**src/rtl/qed_pkg.sv**
```systemverilog
// Shared constants and FSM state type for the QED consistency checker.
package qed_pkg;

  localparam logic [6:0] OP_R  = 7'b0110011;
  localparam logic [6:0] OP_I  = 7'b0010011;
  localparam logic [6:0] OP_LW = 7'b0000011;
  localparam logic [6:0] OP_SW = 7'b0100011;

  localparam int ORIG_REGS  = 15;
  localparam int DUP_OFFSET = 16;

  typedef enum logic [1:0] {
    ST_IDLE,
    ST_SWEEP,
    ST_DRAIN,
    ST_DONE
  } qed_state_e;

endpackage

```
**src/rtl/qed_commit_classify.sv**
```systemverilog
// Decides whether a retired instruction belongs to the original (x1..x15)
// or duplicate (x16..x31) stream of a QED-transformed program.
module qed_commit_classify
  import qed_pkg::*;
(
  input  logic [31:0] instr,
  output logic        is_orig,
  output logic        is_dup
);

  logic [6:0] opcode;
  logic [4:0] key;
  logic       known_op;
  logic       unused_ok;

  assign opcode = instr[6:0];

  // Stores write no register, so the base register identifies the stream.
  assign key = (opcode == OP_SW) ? instr[19:15] : instr[11:7];

  assign known_op = (opcode == OP_R) || (opcode == OP_I) ||
                    (opcode == OP_LW) || (opcode == OP_SW);

  assign is_orig = known_op && (key != 5'd0) && !key[4];
  assign is_dup  = known_op && key[4];

  assign unused_ok = ^{instr[31:20], instr[14:12]};

endmodule

```
**config.mk**
```make
export PLATFORM = sky130hd
export DESIGN_NAME = qed_commit_classify
export DESIGN_NICKNAME = d
export VERILOG_FILES = /design/src/rtl/qed_pkg.sv /design/src/rtl/qed_commit_classify.sv
export SDC_FILE = /design/constraint.sdc
export NUM_CORES = 1
export LEC_CHECK = 0
export BUFFER_PORTS_ARGS = -buffer_cell sky130_fd_sc_hd__buf_2
export CORE_AREA = 2 2 39 41
export DETAILED_ROUTE_END_ITERATION = 8
export DIE_AREA = 0 0 41 43
export PLACE_DENSITY = 0.38
export RECOVER_POWER = 25
export SETUP_SLACK_MARGIN = 0.5
export SLEW_MARGIN = 15
export SYNTH_ARGS = -nofsm -noshare
export SYNTH_HDL_FRONTEND = slang
export SYNTH_SLANG_ARGS = --single-unit
```
**constraint.sdc**
```tcl
create_clock -name vclk -period 1
set_input_delay 0.05 -clock vclk [all_inputs]
set_output_delay 0.05 -clock vclk [all_outputs]
set_load 0.05 [all_outputs]
```
==> results of run 1 <==
stage by stage:
step | TNS [ps] | std cells | power (W) | setup WS, ps | area (µm²)
finish | -82.7 | 45 | 0.0000643 | -59.3 | 235
CTS | -90.7 | 45 | 0.0000630 | -62.6 | 231
detailed placement | -313 | 45 | 0.0000552 | -161 | 203
global placement | -343 | 45 | 0.0000573 | -181 | 203
floorplan | 0 | 10 | 0.0000195 | 10.2 | 87.6
global route | -145 | 45 | 0.0000710 | -90.5 | 235
layout make-up:
cell class | instances | area, µm² | area share [%]
multi-input combinational | 10 | 101 | 43.1
tap | 16 | 20.0 | 8.51
timing repair buffer | 19 | 114 | 48.4
layer usage:
layer | vias up | routed length, µm | GRT usage (%)
met5 | - | 0 | 0
met4 | 0 | 0 | 0
met3 | 0 | 85 | 1.05
met2 | 21 | 182 | 9.38
met1 | 65 | 204 | 8.86
li1 | 79 | - | -
timing repair:
item	CTS	global route
gates resized for setup	7	1
pin swaps	3	1
hold endpoints to repair	0	0
gates cloned	0	0
endpoints found under the setup margin	2	2
report_power, final:
| part | switching [W] | internal (W) | total, W |
|---|---|---|---|
| logic | 0.0000250 | 0.0000393 | 0.0000643 |
| clock network | 0 | 0 | 0 |
| registers | 0 | 0 | 0 |
| total | 0.0000250 | 0.0000393 | 0.0000643 |
cell families (layout without fill, tap and decap cells):
group	count (synthesis)	after routing	share of synthesized area, %
simple gates	8	8	76.9
compound gates	1	1	7.68
mux	1	1	15.4
buf+inv	0	19	0
how the worst max path moves through the flow:
stage | startpoint | to
2_1_floorplan | instr[3] | is_orig
3_3_place_gp | instr[4] | is_dup
3_5_place_dp | instr[4] | is_dup
4_1_cts | instr[18] | is_orig
5_1_grt | instr[18] | is_orig
6_report | instr[2] | is_orig
critical path, delay by kind of cell:
| kind | cells | cell delay (ps) |
|---|---|---|
| AOI/OAI and AO/OA | 1 | 130 |
| buffers and inverters | 2 | 260 |
| and+or+nand+nor | 1 | 570 |
cells in the final DEF, fill, tap and decap left out, drive strengths merged:
cell type  count
buf           19
mux2i          1
nor2           1
or4            2
nor3b          1
nor4           1
or3            1
nand3b         1
nand2          1
a21oi          1
==> reports/metrics.cfg, run 1 <==
[finish]
diodes=0
seqCellArea_um2=0
drive_gt1_share_pct=86.2
fin_util_pct=17.0
n_fill_cell=158
flops_and_latches=0
nets=63
syn2layout_area_growth_pct=262
n_clock_buffer=0

[timing]
worst-slew-pin-transition_ps=263
min_period_ps=1060
whs_ps=494
hold_violations=0
rsz0062_at_grt=yes
fmax_mhz=944
post-route-period-util_pct=106
setup_viol=2
setup_slack_ps=-59.3
max_slew_margin_pct=82.0
slew_violations=0

[global_route]
overflow=0
grt_max_degree=4
grt_usage_pct=5.99
grt_pass1_vias=169
antenna_found_initial=0
grt_pass1_wl_um=717

[pwr]
powerDensity_nw_per_um2=273
p_leak_nw=0.103
ir_drop_mv=0.0751

[worst_hold_path]
hold_end=is_dup
worstHoldStart=instr[2]
hp-class=primary input to output pin
min_path_cells=4

[die]
dieArea_um2=1760
io_pins=34
coreArea_um2=1380
rows=14
fp.dieH_um=43
die_w_um=41
start_util_pct=4.70

[synthesis]
synth_nets=42
syn_area_um2=65.1
synthCells=10
ys_warn_count=0
yosysSeqAreaShare_pct=0
synth_top_cell_area_share_pct=23.1
synth_most_common_cell=or4_1
postSynthAreaPerCell_um2=6.51
ys_types=9
netlist_top_cells_area=or4_1, mux2i_1, nand3b_1, nor3b_1, nor4_1
synth_top_area_cell=or4_1

[run_status]
status=finished with violations
violations=negative setup slack

[clock_tree]
hold_buffers=0
cts_setup_buffers=0

[place]
gp_routability_congestion=0.578
port_buffers=19

[worst_setup_path]
path_class=primary input to output pin
critPathLaunchType=primary input
critPathRequiredTime_ps=950
cp_slowest_cell=or4_4
crit_chain=buf_2 > or4_4 > a21oi_4 > buf_6
slowest_delay_ps=570
cp.arrival_ps=1010
crit_fanout=2
cp-end-kind=output pin

[drt]
drtIter0Drc=2
wl_um=473
ant_nets=0
wl_per_cell_um=10.5
via_per_inst=3.67
drc=0
num_vias=165
dr.pass1.iters=4

[run]
drv_cap=0

(Power assumes the default switching activity.)
==> run 2: changes to the inputs <==
SETUP_SLACK_MARGIN = default   (was 0.5)
==> run 2 against run 1 <==
- the run still ends with negative setup slack left
- worst hold slack worse by 15 ps
- core utilization grew 1.9 points
- critical endpoint unchanged
- sequential cell count unchanged
- non-clock buffer count did not move
- combinational power is 19% higher
- critical path type unchanged
- total power up 19%
- die area unchanged
- via count decreased by 1.2%
- count of clock-buffer cells in the layout stayed put
- cell count is the same
- sequential share of layout area is the same
==> reports/metrics.cfg, run 2 (same netlist as run 1, synthesis figures left out) <==
[run_status]
status=finished with violations
violations=negative setup slack

[timing]
setup_tns_ps=-73.8  ; +8.86 ps
hold_violations=0  ; unchanged
worst-slew-pin-transition_ps=261  ; -1.97 ps
fmax_mhz=943  ; -0.12%
setup_viol=2  ; unchanged
setup_slack_ps=-60.5  ; -1.23 ps
post-route-period-util_pct=106  ; +0.12 points
rsz0062_at_grt=yes
whs_ps=479  ; -15.3 ps
slew_violations=0  ; unchanged
max_slew_margin_pct=82.5  ; +0.47 points
min_period_ps=1060  ; +1.23 ps

[worst_hold_path]
worstHoldStart=instr[2]
min_path_cells=4  ; unchanged
hp-class=primary input to output pin
hold_end=is_dup

[place]
gp_routability_congestion=0.605  ; +4.7%
port_buffers=19  ; unchanged
placed_area_um2=203  ; unchanged

[die]
die_w_um=41  ; unchanged
dieArea_um2=1760  ; unchanged
fp.dieH_um=43  ; unchanged
io_pins=34  ; unchanged
start_util_pct=4.70  ; unchanged
rows=14  ; unchanged
coreArea_um2=1380  ; unchanged

[worst_setup_path]
critPathLaunchType=primary input
cp.arrival_ps=1010  ; about the same
cp-end-kind=output pin
path_class=primary input to output pin
critPathRequiredTime_ps=950  ; about the same
crit_fanout=1  ; -1

[finish]
syn2layout_area_growth_pct=302
design_area_um2=262  ; +11%
final_cell_mix=buf_2, buf_6, or4_4
layout_commonest_cell=buf_2
nets=63  ; unchanged
diodes=0  ; unchanged
n_clock_buffer=0  ; unchanged
flops_and_latches=0  ; unchanged
drive_gt1_share_pct=89.7  ; +3.4 points
seqCellArea_um2=0  ; unchanged

[drt]
ant_nets=0  ; unchanged
wl_per_cell_um=10.5  ; -0.21%
via_per_inst=3.62  ; -1.2%
dr.pass1.iters=1  ; -3
num_vias=163  ; -1.2%
drtIter0Drc=0  ; -2
drc=0  ; unchanged
wl_um=472  ; -0.21%

[run]
drv_cap=0  ; unchanged

[global_route]
overflow=0  ; unchanged
grt_pass1_wl_um=634  ; -12%
grt_max_degree=4  ; unchanged
grt_usage_pct=5.09  ; -0.90 points
antenna_found_initial=0  ; unchanged
grt_pass1_vias=171  ; +1.2%

[pwr]
powerDensity_nw_per_um2=292  ; +6.8%
p_leak_nw=0.113  ; +9.3%
p_total_w=0.0000763  ; +19%
ir_drop_mv=0.0955  ; +27%

[clock_tree]
hold_buffers=0  ; unchanged
cts_setup_buffers=0  ; unchanged

## run 2: routing by layer
layer	vias up	global-route usage (%)	part of all wire [%]
li1	79	-	-
met5	-	0	0
met3	0	1.57	20
met1	65	7.28	44
met2	19	7.81	36
met4	0	0	0
## run 2: repair_timing
item | in CTS | in global routing
endpoints found under the setup margin | 2 | 2
resized for setup | 8 | 5
hold endpoints to repair | 0 | 0
pin swaps | 3 | 0
## run 2: layout make-up
class	count	area (µm²)
repair buffers	19	130
multi-input cells	10	111
well taps	16	20.0
fillers	153	1120
## run 2: power by group
group	switching, W	internal [W]
logic	0.0000289	0.0000474
clock network	0	0
registers	0	0
## run 2: how the worst max path moves through the flow
stage | from | endpoint | cells past startpoint
floorplan | instr[5] | is_orig | 3
global placement | instr[5] | is_orig | 5
detailed placement | instr[5] | is_orig | 5
CTS | instr[18] | is_orig | 5
global route | instr[18] | is_orig | 5
finish | instr[18] | is_orig | 5
## run 2: per-stage QoR
step,util (%),setup slack (ps),instances
2_1_floorplan,-,5.52,10
3_3_place_gp,14.6,-164,45
6_report,18.9,-60.5,45
4_1_cts,17.2,-65.5,45
5_1_grt,18.9,-78.3,45
3_5_place_dp,14.6,-158,45
## run 2: critical path, stage by stage
cell	delay, ps
buf_6	90
or4_4	510
nand3b_1	140
a21oi_4	70
buf_6	150
==> run 3: changes to the inputs <==
BUFFER_PORTS_ARGS = -buffer_cell sky130_fd_sc_hd__buf_4   (was -buffer_cell sky130_fd_sc_hd__buf_2)
==> run 3 against run 2 <==
- the flow still finishes with violations (negative setup slack)
- sequential cell count stayed put
- largest cell class unchanged
- highest routed layer unchanged
- first-iteration DRC count grew 1
- critical endpoint unchanged
- die area unchanged
- critical path type unchanged
- via count increased by 0.61%
- core utilization is 2.3 points higher
- total power is 15% higher
==> reports/metrics.cfg, run 3 (same netlist as run 1, synthesis figures left out) <==
[pwr]
p_total_w=0.0000878  ; +15%
ir_drop_mv=0.0879  ; -8.0%
powerDensity_nw_per_um2=300  ; +2.8%
p_leak_nw=0.123  ; +9.3%

[finish]
n_fill_cell=154  ; +0.65%
seqCellArea_um2=0  ; unchanged
drive_gt1_share_pct=82.8  ; -6.9 points
flops_and_latches=0  ; unchanged
n_clock_buffer=0  ; unchanged
layout_commonest_cell=buf_4
final_cell_mix=buf_4, buf_6
nets=63  ; unchanged
multi_input_area_um2=104  ; -6.7%
syn2layout_area_growth_pct=350
diodes=0  ; unchanged
fin_cells=45  ; unchanged
design_area_um2=293  ; +12%

[drt]
wl_um=445  ; -5.7%
via_per_inst=3.64  ; +0.61%
num_vias=164  ; +0.61%
wl_per_cell_um=9.89  ; -5.7%
drtIter0Drc=1  ; +1
ant_nets=0  ; unchanged
drc=0  ; unchanged
dr.pass1.iters=2  ; +1

[run_status]
violations=negative setup slack
status=finished with violations

[worst_setup_path]
cp-end-kind=output pin
crit_chain=buf_6 > or4_1 > nand3b_1 > a21oi_4 > buf_6
critPathRequiredTime_ps=950  ; about the same
crit_buf_inv=2  ; unchanged
crit_fanout=1  ; unchanged
path_class=primary input to output pin
critPathLaunchType=primary input
worstSetupPathDepth=5  ; unchanged
slowest_delay_ps=510  ; about the same
critPathCapture=is_orig
cpMostUsedCell=buf_6
crit_family=simple AND/OR/NAND/NOR gates
cp.arrival_ps=1010  ; about the same
cp_slowest_cell=or4_1
crit_start=instr[15]

[die]
coreArea_um2=1380  ; unchanged
start_util_pct=4.70  ; unchanged
die_w_um=41  ; unchanged
fp.dieH_um=43  ; unchanged
dieArea_um2=1760  ; unchanged
rows=14  ; unchanged
io_pins=34  ; unchanged

[place]
port_buffers=19  ; unchanged
dp_hpwl_um=421
gp_routability_congestion=0.666  ; +10%
dp_cells=45  ; unchanged
placed_area_um2=250  ; +23%

[timing]
hold_violations=0  ; unchanged
slew_violations=0  ; unchanged
max_slew_margin_pct=82.5  ; about the same
setup_slack_ps=-55.4  ; +5.03 ps
worst-slew-pin-transition_ps=256  ; -5.10 ps
post-route-period-util_pct=106  ; -0.50 points
setup_viol=2  ; unchanged
fmax_mhz=947  ; +0.48%
rsz0062_at_grt=yes
min_period_ps=1060  ; -5.03 ps

[global_route]
grt_max_degree=4  ; unchanged
grt_usage_pct=5.09  ; unchanged
overflow=0  ; unchanged
grt_pass1_wl_um=641  ; +1.1%
grt_pass1_vias=181  ; +5.8%
antenna_found_initial=0  ; unchanged

[clock_tree]
hold_buffers=0  ; unchanged
cts_setup_buffers=0  ; unchanged

[run]
drv_cap=0  ; unchanged

[worst_hold_path]
hp-class=primary input to output pin

[run 3: cell counts in the layout (fill, tap and decap cells not counted)]
Identical to the previous run, type by type.
[run 3: how the worst min path moves through the flow]
stage | startpoint | endpoint | slack, ps | cells after the start
after floorplan | instr[6] | is_orig | 300 | 2
after global placement | instr[2] | is_orig | 520 | 4
after detailed placement | instr[3] | is_orig | 530 | 4
after CTS | instr[11] | is_orig | 490 | 4
after global routing | instr[2] | is_orig | 490 | 4
final | instr[2] | is_dup | 480 | 4
[run 3: area by class of cell]
cell class	count	area share [%]
Tap cell	16	6.84
Timing Repair Buffer	19	57.7
Multi-Input combinational cell	10	35.5
[run 3: what timing repair did]
| item | 4_1_cts | 5_1_grt |
|---|---|---|
| hold endpoints to repair | 0 | 0 |
| setup endpoints to repair | 2 | 2 |
| pin swaps | 2 | 4 |
| resized for setup | 6 | 4 |
[run 3: report_power, final]
part / switching, W / internal, W / leakage [nW]
Clock: 0 / 0 / 0
Combinational: 0.0000264 / 0.0000614 / 0.123
Sequential: 0 / 0 / 0
[run 3: per-layer routing]
metal / track usage [%] / vias to the layer above / share of wire (%)
li1: - / 80 / -
met1: 6.96 / 65 / 42
met2: 7.81 / 19 / 38
met3: 2.09 / 0 / 20
met4: 0 / 0 / 0
met5: 0 / - / 0
[run 3: through the flow]
| step | util (%) | worst slack [ps] | hold WS, ps | TNS [ps] |
|---|---|---|---|---|
| floorplan | - | 5.52 | 301 | 0 |
| global placement | 18.1 | -120 | 523 | -236 |
| detailed placement | 18.1 | -152 | 527 | -273 |
| CTS | 19.9 | -76.0 | 493 | -132 |
| global route | 21.2 | -81.6 | 488 | -114 |
| finish | 21.2 | -55.4 | 478 | -68.5 |
